<file path="src/rtl/cpu_mem_arbiter_if.sv">
// rtl/cpu_mem_arbiter_if.sv - pipeline/memory bus bundle shared by the arbiter and its environment
interface cpu_mem_arbiter_if #(
    parameter int ADDR_WIDTH = 32,
    parameter int DATA_WIDTH = 32,
    parameter int MASK_WIDTH = 4
);
    logic                  adv;
    logic                  i_read;
    logic [ADDR_WIDTH-1:0] i_addr;
    logic [MASK_WIDTH-1:0] i_mask;
    logic [DATA_WIDTH-1:0] i_rdata;
    logic                  i_stall;
    logic                  d_read;
    logic                  d_write;
    logic [ADDR_WIDTH-1:0] d_addr;
    logic [MASK_WIDTH-1:0] d_mask;
    logic [DATA_WIDTH-1:0] d_wdata;
    logic [DATA_WIDTH-1:0] d_rdata;
    logic                  d_stall;
    logic                  mem_req;
    logic                  mem_we;
    logic [ADDR_WIDTH-1:0] mem_addr;
    logic [MASK_WIDTH-1:0] mem_mask;
    logic [DATA_WIDTH-1:0] mem_wdata;
    logic [DATA_WIDTH-1:0] mem_rdata;
    logic                  mem_ack;

    modport slave (
        input  adv, i_read, i_addr, i_mask, d_read, d_write, d_addr, d_mask, d_wdata,
               mem_rdata, mem_ack,
        output i_rdata, i_stall, d_rdata, d_stall,
               mem_req, mem_we, mem_addr, mem_mask, mem_wdata
    );

    modport master (
        output adv, i_read, i_addr, i_mask, d_read, d_write, d_addr, d_mask, d_wdata,
               mem_rdata, mem_ack,
        input  i_rdata, i_stall, d_rdata, d_stall,
               mem_req, mem_we, mem_addr, mem_mask, mem_wdata
    );
endinterface

</file>
<file path="src/rtl/cpu_mem_arbiter.sv">
// rtl/cpu_mem_arbiter.sv - shares one memory port between instruction-fetch and data masters
module cpu_mem_arbiter #(
    parameter int ADDR_WIDTH = 32,
    parameter int DATA_WIDTH = 32,
    parameter int MASK_WIDTH = 4
) (
    input  logic                clk,
    input  logic                rst,
    cpu_mem_arbiter_if.slave    bus
);
    typedef enum logic [1:0] {IDLE, BUSY_I, BUSY_D} state_t;

    state_t                state;
    logic                  done_i, done_d;
    logic [DATA_WIDTH-1:0] held_i, held_d;

    logic i_req, d_req, ack_i, ack_d;

    assign i_req = bus.i_read;
    assign d_req = bus.d_read | bus.d_write;
    assign ack_i = (state == BUSY_I) && bus.mem_ack;
    assign ack_d = (state == BUSY_D) && bus.mem_ack;

    assign bus.i_stall = i_req & ~done_i & ~ack_i;
    assign bus.d_stall = d_req & ~done_d & ~ack_d;

    // A held result takes precedence; otherwise data is visible only in the ack cycle.
    always_comb begin
        bus.i_rdata = '0;
        bus.d_rdata = '0;
        if (done_i)
            bus.i_rdata = held_i;
        else if (ack_i)
            bus.i_rdata = bus.mem_rdata;
        if (done_d)
            bus.d_rdata = held_d;
        else if (ack_d && !bus.mem_we)
            bus.d_rdata = bus.mem_rdata;
    end

    always_ff @(posedge clk) begin
        if (rst) begin
            state         <= IDLE;
            bus.mem_req   <= 1'b0;
            bus.mem_we    <= 1'b0;
            bus.mem_addr  <= '0;
            bus.mem_mask  <= '0;
            bus.mem_wdata <= '0;
            done_i        <= 1'b0;
            done_d        <= 1'b0;
            held_i        <= '0;
            held_d        <= '0;
        end else begin
            if (bus.adv) begin
                done_i <= 1'b0;
                done_d <= 1'b0;
            end
            case (state)
                IDLE: begin
                    if (d_req && !done_d) begin
                        state         <= BUSY_D;
                        bus.mem_req   <= 1'b1;
                        bus.mem_we    <= bus.d_write;
                        bus.mem_addr  <= bus.d_addr;
                        bus.mem_mask  <= bus.d_mask;
                        bus.mem_wdata <= bus.d_wdata;
                    end else if (i_req && !done_i) begin
                        state         <= BUSY_I;
                        bus.mem_req   <= 1'b1;
                        bus.mem_we    <= 1'b0;
                        bus.mem_addr  <= bus.i_addr;
                        bus.mem_mask  <= bus.i_mask;
                        bus.mem_wdata <= '0;
                    end else begin
                        bus.mem_req   <= 1'b0;
                    end
                end
                BUSY_I: begin
                    if (bus.mem_ack) begin
                        state       <= IDLE;
                        bus.mem_req <= 1'b0;
                        // A flushed request (dropped mid-access) discards its result.
                        if (i_req && !bus.adv) begin
                            done_i <= 1'b1;
                            held_i <= bus.mem_rdata;
                        end
                    end
                end
                BUSY_D: begin
                    if (bus.mem_ack) begin
                        state       <= IDLE;
                        bus.mem_req <= 1'b0;
                        if (d_req && !bus.adv) begin
                            done_d <= 1'b1;
                            held_d <= bus.mem_we ? '0 : bus.mem_rdata;
                        end
                    end
                end
                default: begin
                    state       <= IDLE;
                    bus.mem_req <= 1'b0;
                end
            endcase
        end
    end
endmodule

</file>
<file path="src/flat_wrapper.sv">
// flat-port wrapper written by rule: the top's interface ports become plain ports
module cpu_mem_arbiter_flat 
#(
    parameter int ADDR_WIDTH = 32,
    parameter int DATA_WIDTH = 32,
    parameter int MASK_WIDTH = 4
)
  (clk, rst, bus_adv, bus_i_read, bus_i_addr, bus_i_mask, bus_d_read, bus_d_write, bus_d_addr, bus_d_mask, bus_d_wdata, bus_mem_rdata, bus_mem_ack, bus_i_rdata, bus_i_stall, bus_d_rdata, bus_d_stall, bus_mem_req, bus_mem_we, bus_mem_addr, bus_mem_mask, bus_mem_wdata);
  cpu_mem_arbiter_if #(.ADDR_WIDTH(ADDR_WIDTH), .DATA_WIDTH(DATA_WIDTH), .MASK_WIDTH(MASK_WIDTH)) bus_i ();
  input  logic clk;
  input  logic rst;
  input wire logic [$bits(bus_i.adv)-1:0] bus_adv;
  input wire logic [$bits(bus_i.i_read)-1:0] bus_i_read;
  input wire logic [$bits(bus_i.i_addr)-1:0] bus_i_addr;
  input wire logic [$bits(bus_i.i_mask)-1:0] bus_i_mask;
  input wire logic [$bits(bus_i.d_read)-1:0] bus_d_read;
  input wire logic [$bits(bus_i.d_write)-1:0] bus_d_write;
  input wire logic [$bits(bus_i.d_addr)-1:0] bus_d_addr;
  input wire logic [$bits(bus_i.d_mask)-1:0] bus_d_mask;
  input wire logic [$bits(bus_i.d_wdata)-1:0] bus_d_wdata;
  input wire logic [$bits(bus_i.mem_rdata)-1:0] bus_mem_rdata;
  input wire logic [$bits(bus_i.mem_ack)-1:0] bus_mem_ack;
  output wire logic [$bits(bus_i.i_rdata)-1:0] bus_i_rdata;
  output wire logic [$bits(bus_i.i_stall)-1:0] bus_i_stall;
  output wire logic [$bits(bus_i.d_rdata)-1:0] bus_d_rdata;
  output wire logic [$bits(bus_i.d_stall)-1:0] bus_d_stall;
  output wire logic [$bits(bus_i.mem_req)-1:0] bus_mem_req;
  output wire logic [$bits(bus_i.mem_we)-1:0] bus_mem_we;
  output wire logic [$bits(bus_i.mem_addr)-1:0] bus_mem_addr;
  output wire logic [$bits(bus_i.mem_mask)-1:0] bus_mem_mask;
  output wire logic [$bits(bus_i.mem_wdata)-1:0] bus_mem_wdata;
  assign bus_i.adv = bus_adv;
  assign bus_i.i_read = bus_i_read;
  assign bus_i.i_addr = bus_i_addr;
  assign bus_i.i_mask = bus_i_mask;
  assign bus_i.d_read = bus_d_read;
  assign bus_i.d_write = bus_d_write;
  assign bus_i.d_addr = bus_d_addr;
  assign bus_i.d_mask = bus_d_mask;
  assign bus_i.d_wdata = bus_d_wdata;
  assign bus_i.mem_rdata = bus_mem_rdata;
  assign bus_i.mem_ack = bus_mem_ack;
  assign bus_i_rdata = bus_i.i_rdata;
  assign bus_i_stall = bus_i.i_stall;
  assign bus_d_rdata = bus_i.d_rdata;
  assign bus_d_stall = bus_i.d_stall;
  assign bus_mem_req = bus_i.mem_req;
  assign bus_mem_we = bus_i.mem_we;
  assign bus_mem_addr = bus_i.mem_addr;
  assign bus_mem_mask = bus_i.mem_mask;
  assign bus_mem_wdata = bus_i.mem_wdata;
  cpu_mem_arbiter #(.ADDR_WIDTH(ADDR_WIDTH), .DATA_WIDTH(DATA_WIDTH), .MASK_WIDTH(MASK_WIDTH)) u_core (.clk(clk), .rst(rst), .bus(bus_i));
endmodule
</file>
<file path="config.mk">
export PLATFORM = sky130hd
export DESIGN_NAME = cpu_mem_arbiter_flat
export DESIGN_NICKNAME = d
export VERILOG_FILES = /design/src/rtl/cpu_mem_arbiter_if.sv /design/src/rtl/cpu_mem_arbiter.sv /design/src/flat_wrapper.sv
export SDC_FILE = /design/constraint.sdc
export NUM_CORES = 1
export LEC_CHECK = 0
export ABC_AREA = 1
export ABC_CLOCK_PERIOD_IN_PS = 2000
export CORE_UTILIZATION = 43
export CTS_CLUSTER_DIAMETER = 100
export DETAILED_ROUTE_END_ITERATION = 6
export GPL_ROUTABILITY_DRIVEN = 0
export GPL_TIMING_DRIVEN = 0
export PLACE_DENSITY = 0.81
export SETUP_SLACK_MARGIN = 0.5
export SLEW_MARGIN = 20
export SYNTH_ARGS = -nofsm -noshare
export SYNTH_HDL_FRONTEND = slang
export SYNTH_SLANG_ARGS = --single-unit
</file>
<file path="constraint.sdc">
create_clock -name clk -period 2 [get_ports clk]
set_clock_uncertainty 0.05 [all_clocks]
set_input_delay 0.5 -clock clk [delete_from_list [all_inputs] [get_ports clk]]
set_output_delay 0.5 -clock clk [all_outputs]
set_load 0.05 [all_outputs]
</file>
[Yosys cells after proc, flatten, opt, wreduce, memory -nomap -nowiden]
Index checks and enable logic that the tools add are counted.
Operators by class
  bitwise operators: 9
  eq/ne operators: 4
  reduce and logical (&&, ||, !) cells: 18
  mux-type cells: 29
Operators by type and width (count)
  $mux 32: 9
  $mux 1: 13
  $mux 4: 2
  $logic_and 1x1->1: 7
  $mux 2: 3
  $reduce_and 3->1: 2
  $and 1x1->1: 4
  $logic_not 1->1: 4
  $not 1->1: 4
  $pmux 2 s2: 1
  $reduce_and 2->1: 2
  $ne 3x1->1 const B: 1
  $eq 2x1->1 const B: 1
  $eq 2x2->1 const B: 1
  $logic_not 2->1: 1
  $ne 2x1->1 const B: 1
  $pmux 1 s2: 1
  $reduce_bool 2->1: 1
  $reduce_or 2->1: 1
  $or 1x1->1: 1
Storage, ports and cells
  output and inout port bits: 136
  word-level logic and storage cells: 70
  register bits: 138
  input bits: 143

[Longest topological paths before layout]
  depth in word-level cells: 5
  mapped depth: 9
  gate-level depth less buffers: 8

[Worst setup path after synthesis]
OpenSTA, ideal clock, no wires.
  path type: register to output
  start: reg u_core.state[1]
  end: out bus_i_rdata[10]
  cell stages (with the launch flop): 6
  path buffers: 1
  arrival: 1.909 ns
  setup slack: -0.459 ns
  required time: 1.450 ns
  path through: dfxtp_1 -> inv_1 -> ha_1 -> nand2_1 -> clkbuf_1 -> o21ai_0
Between the ends
  cells in the longest elaborated chain, start to end: 4
RTL lines
  start: declaration: line cpu_mem_arbiter.sv:13  | state_t state;
  start signal: assignment: line cpu_mem_arbiter.sv:43  | state <= IDLE;
  start signal: assignment: line cpu_mem_arbiter.sv:61  | state <= BUSY_D;
  start signal: assignment: line cpu_mem_arbiter.sv:68  | state <= BUSY_I;
  $eq 2x1->1: line cpu_mem_arbiter.sv:21  | assign ack_i = (state == BUSY_I) && bus.mem_ack;
  $logic_and 1x1->1: line cpu_mem_arbiter.sv:21
  $mux 32: line cpu_mem_arbiter.sv:33  | else if (ack_i)
  $mux 32: line cpu_mem_arbiter.sv:31  | if (done_i)
  end: declaration: line flat_wrapper.sv:23  | output wire logic [$bits(bus_i.i_rdata)-1:0] bus_i_rdata;
Every way passes these cells.

[Final worst setup path]
  start: reg u_core.state[0]
  end: out bus_d_rdata[15]
Between the ends
  cells in the longest elaborated chain, start to end: 5
RTL lines
  $eq 2x2->1: line cpu_mem_arbiter.sv:22  | assign ack_d = (state == BUSY_D) && bus.mem_ack;
  $logic_and 1x1->1: line cpu_mem_arbiter.sv:22
  $logic_and 1x1->1: line cpu_mem_arbiter.sv:37  | else if (ack_d && !bus.mem_we)
  $mux 32: line cpu_mem_arbiter.sv:37
  $mux 32: line cpu_mem_arbiter.sv:35  | if (done_d)
  end: declaration: line flat_wrapper.sv:25  | output wire logic [$bits(bus_i.d_rdata)-1:0] bus_d_rdata;
Every way passes these cells.

==> out/metrics.yaml <==
sta:
  report.final.slew_viol_count: 0
  setup_violations: 66
  period_share_pct: 123.2
  hold_violations: 0
  worst_slack_ps: -464.8
  tightest_slew_ps: 755.2
  max_clock_freq_mhz: 405.7
  slew_headroom_pct: 49.66
  rsz0062_at_grt: "yes"
  post-route-min-period_ps: 2465
final_layout:
  finalInstanceArea_sq_um: 12830
  final_util_pct: 87.93
  nFillCells: 682
  seqCellArea_sq_um: 2820
  nets: 1442
  syn_to_final_growth_pct: 99.17
  multiInputGateArea_sq_um: 4687
  layout_common_cells: "262 x nand2_1, 135 x clkdlybuf4s50_1, 114 x buf_6"
  final_common_cell: "nand2_1"
  drive_above_1_share_pct: 38.06
critical_path:
  cp_max_fo: 5
  path_class: "flip-flop to primary output"
  worst_setup_path_start_kind: "flip-flop"
  end_kind: "primary output"
  worst_ep_required_time_ps: 1450
  critPathArrivalTime_ps: 1910
yosys:
  ys_warn_count: 0
  syn_area_sq_um: 6441
  synthesis.nets: 1111
  synth.top_cell.area_share_pct: 42.89
  syn-mean-instance-area_sq_um: 6.682
  synth.area.top_cells: "dfxtp_1 43%, nand2_1 18%, o21ai_0 7.8%, nand3_1 7.8%, nor2_1 7.5%"
  yosys.area.top_type: "dfxtp_1"
  ys_ff_latch: 138
  ys_types: 26
  postSynthCellCount: 964
  yosysSeqAreaShare_pct: 42.89
floorplanning:
  initial_core_util_pct: 44.15
  dieArea_sq_um: 15470
  die_h_microns: 124.4
  fp.dieW_microns: 124.4
  coreArea_sq_um: 14590
  pin_count: 279
  placementRows: 44
run_status:
  violations: "negative setup slack"
  status: "complete, but fails checks"
global_routing:
  grt_max_degree: 17
  grt_pass1_vias: 7834
  grtUsageMet2_pct: 60.97
  grt_overflow: 0
  grt_pass1_wl_microns: 41350
  top_usage_layer: "met2"
  use_met1_pct: 38.75
  use_met3_pct: 6.830
  grtUsageTotal_pct: 33.75
  antenna_found_initial: 1
power:
  internal_power_mw: 6.130
  p_switching_mw: 3.298
  p_leak_nw: 5.289
  switching_share_pct: 34.98
  powerDensity_nw_per_um2: 734.9
  p_seq_share_pct: 33.2
  ir_drop_mv: 0.6620
  pwr-share-comb_pct: 33.8
  clockPowerShare_pct: 33.0
drt:
  drtPass1Iterations: 6
  routedWlPerCell_microns: 20.89
  drt_iter0_markers: 816
  ant_nets: 0
  vias_per_cell: 5.760
  drt_wl_total_microns: 31140
  drc: 0
  vias: 8588
placement:
  placed_area_sq_um: 10590
  hpwl_microns: 17940
  port-buffer-count: 277
clocking:
  cts.path.max_buffers: 2
  ctsHtreeMaxLevel: 4
  clockRootBuffer: "clkbuf_16"
  clkLatencyLatePin_ps: 430
  cts_made_buffers: 17
  cts_tree: "built"
  cts_sinks: 138
  path_clk_slew_ps: 60
job:
  cap_violations: 0
hold_path:
  min_path_type: "flip-flop to flip-flop"
-- cell usage after synthesis --
cell	count
inv_2	4
ha_1	4
buf_1	4
nand2_2	2
nor2_2	10
buf_2	33
a211oi_1	1
nor2_1	128
clkinv_1	2
nand2_1	309
clkbuf_1	25
dfxtp_1	138
nor2_4	1
o21ai_0	101
a21oi_1	69
nor3_1	1
buf_6	8
nand3_2	1
nand3_1	100
nand2_4	1
inv_4	2
buf_4	5
a31o_2	1
inv_1	11
nand3_4	1
nand4_1	2
-- metal layers --
metal  wire (microns)  share of wire, %
met1            11040                35
met2            16190                52
met3             2413               7.7
met4             1501               4.8
met5                0                 0
-- kinds of logic after synthesis --
kind of cell / count (synthesis) / share of synthesized area (%)
buf+inv: 94 / 7.420
fa+ha+maj: 4 / 0.7770
compound gates: 172 / 13.46
simple gates: 556 / 35.45
flops: 138 / 42.89
-- path summary, 6_finish.rpt --
path                            depth (start not counted)                      startpoint  slack (ps)                                   end
worst max register to register                         10    u_core.state[0]$_SDFFE_PP0P_         230  u_core.bus.mem_wdata[0]$_SDFFE_PP0P_
worst min-delay path                                    2  u_core.held_d[25]$_SDFFE_PP0P_         420        u_core.held_d[25]$_SDFFE_PP0P_
worst min register to register                          2  u_core.held_d[25]$_SDFFE_PP0P_         420        u_core.held_d[25]$_SDFFE_PP0P_
worst max-delay path                                   10    u_core.state[0]$_SDFFE_PP0P_        -460                       bus_d_rdata[15]
-- flip-flops by register name, summed over array words and instances, names as in the netlist --
register	flops
u_core.bus.mem_wdata	32
u_core.held_d	32
u_core.done_d	1
u_core.bus.mem_mask	4
u_core.bus.mem_addr	32
u_core.held_i	32
u_core.state	2
u_core.done_i	1
u_core.bus.mem_we	1
u_core.bus.mem_req	1
-- worst max-delay path, cell delays in order, from the launching register on --
cell and delay [ps]:
dfxtp_4 360, inv_4 60, ha_4 130, nand2_4 50
nor2_4 180, buf_12 140, buf_6 110, buf_12 140
nand3_4 100, nand2_8 80, buf_8 140
-- through the flow --
stage          setup WS [ps]  std cells  power (mW)  TNS (ps)  hold slack [ps]
2_1_floorplan          147.5        964       4.632         0            394.7
3_3_place_gp           -1263       1425       5.589    -88760            397.5
3_5_place_dp           -1260       1425       5.604    -90410            404.1
4_1_cts               -381.0       1476       8.934    -17320            416.4
5_1_grt               -480.7       1491       9.648    -22450            434.6
6_report              -464.8       1491       9.428    -20610            420.2
-- area by class of cell --
cell class	count	share of cell area, %
tap	184	1.795
antenna	1	0.01951
sequential	138	21.98
inverter	19	1.034
timing repair inverter	1	0.1268
timing repair buffer	311	28.51
multi-input combinational	732	36.54
buffer	75	5.608
clock inverter	8	0.5267
clock buffer	22	3.862
-- power groups by stage --
stage / Combinational, mW / Clock [mW] / Sequential, mW
2_1_floorplan: 0.977 / 0 / 3.66
3_3_place_gp: 2.50 / 0 / 3.09
3_5_place_dp: 2.51 / 0 / 3.09
4_1_cts: 2.82 / 3.03 / 3.09
5_1_grt: 3.30 / 3.21 / 3.14
6_report: 3.19 / 3.11 / 3.13
-- repair_timing --
item	4_1_cts	5_1_grt
gates resized for setup	1126	172
setup buffers	16	4
gates cloned	5	10
hold buffers	0	0
pin swaps	35	17
endpoints found under the setup margin	270	248
No activity file was read; power rests on OpenSTA's default activity.
